File: src/rtl/rr_onehot_arbiter.sv
// Eight-way round-robin arbiter feeding an 8-to-3 one-hot encoder.
// Each grant is registered strictly one-hot and is held under valid/ready until it is accepted.
module rr_onehot_arbiter #(
    parameter int N     = 8,
    parameter int PTR_W = 3
) (
    input  logic             clk,
    input  logic             rst_n,
    input  logic [N-1:0]     req,
    input  logic [N-1:0]     mask,
    output logic [N-1:0]     gnt,
    output logic             gnt_valid,
    input  logic             gnt_ready,
    output logic [PTR_W-1:0] ptr
);

    typedef enum logic {
        IDLE  = 1'b0,
        GRANT = 1'b1
    } state_t;

    state_t           state_q;
    logic [N-1:0]     gnt_q;
    logic             gntValid_q;
    logic [PTR_W-1:0] ptr_q;
    logic [PTR_W-1:0] gntIdx_q;

    logic [N-1:0]     elig;
    logic             handshake;
    logic [PTR_W-1:0] ptr_d;
    logic [PTR_W-1:0] scanPtr;
    logic [PTR_W-1:0] winIdx;
    logic             winFound;
    logic [N-1:0]     winOneHot;

    assign elig      = req & mask;
    assign handshake = (state_q == GRANT) && gnt_ready;
    assign ptr_d     = gntIdx_q + PTR_W'(1);

    // On a handshake the next winner is already searched from the advanced pointer.
    assign scanPtr   = handshake ? ptr_d : ptr_q;

    always_comb begin
        winIdx   = '0;
        winFound = 1'b0;
        for (int k = 0; k < N; k++) begin
            if (!winFound && elig[scanPtr + PTR_W'(k)]) begin
                winIdx   = scanPtr + PTR_W'(k);
                winFound = 1'b1;
            end
        end
    end

    assign winOneHot = N'(1) << winIdx;

    always_ff @(posedge clk or negedge rst_n) begin
        if (!rst_n) begin
            state_q    <= IDLE;
            gnt_q      <= '0;
            gntValid_q <= 1'b0;
            ptr_q      <= '0;
            gntIdx_q   <= '0;
        end else begin
            case (state_q)
                IDLE: begin
                    if (winFound) begin
                        gnt_q      <= winOneHot;
                        gntValid_q <= 1'b1;
                        gntIdx_q   <= winIdx;
                        state_q    <= GRANT;
                    end
                end
                GRANT: begin
                    // The grant is held even if its request or mask bit drops.
                    if (gnt_ready) begin
                        ptr_q <= ptr_d;
                        if (winFound) begin
                            gnt_q    <= winOneHot;
                            gntIdx_q <= winIdx;
                        end else begin
                            gnt_q      <= '0;
                            gntValid_q <= 1'b0;
                            state_q    <= IDLE;
                        end
                    end
                end
                default: begin
                    gnt_q      <= '0;
                    gntValid_q <= 1'b0;
                    state_q    <= IDLE;
                end
            endcase
        end
    end

    assign gnt       = gnt_q;
    assign gnt_valid = gntValid_q;
    assign ptr       = ptr_q;

endmodule
File: config.mk
export PLATFORM = sky130hd
export DESIGN_NAME = rr_onehot_arbiter
export DESIGN_NICKNAME = d
export VERILOG_FILES = /design/src/rtl/rr_onehot_arbiter.sv
export SDC_FILE = /design/constraint.sdc
export NUM_CORES = 1
export LEC_CHECK = 0
export ABC_AREA = 1
export ABC_CLOCK_PERIOD_IN_PS = 3200
export BUFFER_PORTS_ARGS = -buffer_cell sky130_fd_sc_hd__buf_2
export CAP_MARGIN = 20
export CORE_MARGIN = 1
export CORE_UTILIZATION = 30
export CTS_BUF_LIST = sky130_fd_sc_hd__clkbuf_8
export DETAILED_ROUTE_END_ITERATION = 16
export PLACE_DENSITY_LB_ADDON = 0.15
export SKIP_LAST_GASP = 1
export SYNTH_ARGS = -nofsm -noshare
export SYNTH_HDL_FRONTEND = slang
export SYNTH_SLANG_ARGS = --single-unit
File: constraint.sdc
create_clock -name clk -period 3.2 [get_ports clk]
set_input_delay 0.48 -clock clk [delete_from_list [all_inputs] [get_ports clk]]
set_output_delay 0.48 -clock clk [all_outputs]
set_load 0.005 [all_outputs]
==> impl_metrics.json <==
{
  "ff2ff_setup_slack_ns": 0.31,
  "post-cts-setup-buffer-count": 0,
  "detailedRoute.firstIterationViolations": 82,
  "report.power.total_mw": 2.62,
  "p_per_cell_area_mw_per_mm2": 1250,
  "synthMostInstantiatedCell": "sky130_fd_sc_hd__nand2_1",
  "grt_usage": 0.175,
  "setup_crit_end_kind": "register",
  "synth_xor_area_frac": 0,
  "die_area_mm2": 0.00638,
  "cp_top_family": "simple AND/OR/NAND/NOR gates",
  "gr-usage-met2": 0.307,
  "die_outline_width_um": 79.9,
  "cts_num_sinks": 16,
  "setup.worst_path.start_class": "register",
  "cts_hold_repair.buffers": 0,
  "path_clk_slew_ns": 0.06,
  "ctsRootBufferMaster": "sky130_fd_sc_hd__clkbuf_8",
  "placement.setup.worst_slack_ns": 0.160,
  "r2r_start": "gntIdx_q[0]$_DFFE_PN0P_",
  "vias_per_cell": 4.87,
  "simple_gate_area_share_of_the_yosys_netlist": 0.625,
  "route.final.wire_length_mm": 5.07,
  "num_io_pins": 31,
  "layout-area-overhead-vs-synth_pct": 15.7,
  "grt_busiest_layer": "met2",
  "clock_skew_ns": 0.00143,
  "netlist_area_mm2": 0.00182,
  "worst_case_clock_buffer_depth": 2,
  "synth-warning-count": 0,
  "numPortBuffers": 30,
  "run_status": "complete, no violations",
  "post_synth_most_frequent_cells": "sky130_fd_sc_hd__nand2_1, sky130_fd_sc_hd__nand3_1, sky130_fd_sc_hd__inv_1, sky130_fd_sc_hd__nor2_1, sky130_fd_sc_hd__dfrtp_1",
  "first_global_vias": 1901,
  "cpMostUsedCell": "sky130_fd_sc_hd__nand2_1",
  "drive_above_1_share": 0.205,
  "height_of_the_chip_um": 79.9,
  "worstRegToRegCells": 18,
  "maxSlewHeadroom": 0.756,
  "synthArstFlopShare": 1.00,
  "ffs_latches_synth": 16,
  "start_util": 0.309,
  "grt_setup_unrepaired": "false",
  "synth_compound_area_frac": 0.0392,
  "std_cell_rows": 28,
  "yosys.area.top_type_share": 0.262,
  "timing_max_transition_violations_final": 0,
  "cts_inserted_buffers": 3,
  "p_leak_nw": 1.26,
  "antenna-diode-count": 0,
  "synth.lib_cells_used.distinct": 27,
  "drt_pre_antenna_iters": 5,
  "postSynthAreaPerCell_um2": 5.87,
  "antenna_found_initial": 0,
  "hold_path.class": "in2async",
  "grt_start_max_net_pins": 21,
  "worst_path_max_delay_cell": "sky130_fd_sc_hd__dfrtp_1",
  "crit_type": "reg2reg",
  "cap_violations": 0,
  "post_layout_net_count": 366,
  "worst_setup_path_startpoint": "gntIdx_q[0]$_DFFE_PN0P_",
  "worstSetupPathDepth": 18,
  "globalplace.congestion": 0.903,
  "crit_chain": "ha_1, inv_1, nand3_1, nand2_1, ha_2, inv_1, nand3_1, nand2_1, nand2_1, nand2_1, nor2_4, nand4_4, nor2_8, nand3_4, a21oi_4, buf_4, nand2_1, nand2_1",
  "period_minus_slack_ns": 2.89,
  "critical_path_buf_inv_count": 3,
  "postRouteAntennaNets": 0,
  "synth_fa_ha_area_frac": 0.0206,
  "core_footprint_mm2": 0.00589,
  "tritoncts": "yes",
  "layout_worst_path_cycle_share": 0.903,
  "peakVddDrop_v": 0.000476,
  "fin_setup_tns_ns": 0,
  "crit_required_ns": 3.39,
  "filler_instances": 711,
  "post_layout_worst_setup_margin_ns": 0.310,
  "synthMuxAreaShare": 0,
  "combinational_family_with_the_most_area_after_synthesis": "simple AND/OR/NAND/NOR gates",
  "synth.largest_area_cell": "sky130_fd_sc_hd__nand2_1",
  "critical_path_peak_fanout": 8,
  "route.detailed.wl_per_inst_um": 12.2,
  "timing.critical_path.arrival_ns": 3.08,
  "timing_hold_violations_final": 0,
  "synth.yosys.seq_area_share": 0.220,
  "crit_path_max_incr_delay_ns": 0.43,
  "met1_usage": 0.226,
  "syn-num-nets": 332,
  "drc_markers": 0,
  "post-dp-hpwl_mm": 4.19,
  "tightest_slew_ns": 0.364,
  "synth-main-ff-cell": "sky130_fd_sc_hd__dfrtp_1",
  "synth-edff-count": 0,
  "total_grt_overflow": 0,
  "cts_max_level": 1,
  "post_synth_inst_count": 310,
  "register_area_um2": 400,
  "worst_skew_pair.late_latency_ns": 0.25,
  "synth.area.top_cells": "sky130_fd_sc_hd__nand2_1, sky130_fd_sc_hd__dfrtp_1, sky130_fd_sc_hd__nand3_1, sky130_fd_sc_hd__inv_1, sky130_fd_sc_hd__nand2_2",
  "grtUsageMet3": 0.0103,
  "via_count": 2030,
  "grt_pass1_wl_mm": 8.80,
  "fmax_ghz": 0.346,
  "setup_viol": 0,
  "multi_input_area_mm2": 0.00125,
  "cts_resized": 0
}
==> per-layer routing <==
layer,vias to the layer above,routed length (µm)
met5,-,0
met4,0,79
met3,7,236
met2,53,2410
met1,910,2350
li1,1060,-
==> layout by cell type (no fill, tap or decap), drive strengths merged <==
cell type,Yosys,routed
o21bai,1,1
o21ai,6,6
nand3b,2,2
ha,3,3
a21oi,3,3
dfrtp,16,16
nand3,65,65
inv,33,33
nor2,22,22
clkbuf,0,3
nand4,10,10
nand2,142,142
buf,7,36
==> cell families (layout without fill, tap and decap cells) <==
| family | after synthesis | in the layout |
|---|---|---|
| AOI/OAI and AO/OA | 10 | 10 |
| adders and majority gates | 3 | 3 |
| buffers and inverters | 40 | 72 |
| DFF | 16 | 16 |
| and+or+nand+nor | 241 | 241 |
==> cell type report <==
class | count | area share
flip-flops and latches | 16 | 0.190
well taps | 75 | 0.0446
inverters | 33 | 0.0588
repair buffers | 36 | 0.0927
multi-input cells | 254 | 0.594
clock buffers | 3 | 0.0196
==> worst reg2reg max path: cells and delay by family (launching register included) <==
family / cells / cell delay, ns
AO/OA/AOI/OAI: 1 / 0.23
buffers and inverters: 3 / 0.33
AND/OR/NAND/NOR: 12 / 1.12
flip-flops: 1 / 0.43
adder cells (fa/ha/maj): 2 / 0.73
==> worst paths after layout <==
kind                                           end
min reg2reg                     gnt[1]$_DFFE_PN0P_
min in group clk                gnt[1]$_DFFE_PN0P_
max reg2reg                     gnt[5]$_DFFE_PN0P_
max in group asynchronous  gntIdx_q[1]$_DFFE_PN0P_
max                             gnt[5]$_DFFE_PN0P_
min                             ptr[0]$_DFFE_PN0N_
==> state kept, by name, indices dropped and copies added, names as in the netlist <==
register   flops
gnt_valid      1
gntIdx_q       3
gnt            8
state_q        1
ptr            3
==> metrics by stage <==
step	utilization	area (µm²)	cells	hold WS [ns]
6_report	0.358	2110	417	0.129
2_1_floorplan	-	1820	310	0.184
3_3_place_gp	0.350	2060	414	0.407
5_1_grt	0.358	2110	417	0.147
3_5_place_dp	0.350	2060	414	0.409
4_1_cts	0.357	2100	417	0.139
==> where the power goes <==
part | switching (mW) | total, mW | internal, mW
Sequential | 0.0518 | 0.328 | 0.277
Clock | 0.0644 | 0.148 | 0.0834
Combinational | 1.48 | 2.15 | 0.668
Total | 1.60 | 2.62 | 1.03
Note: power is estimated with default switching activity, not from simulation.
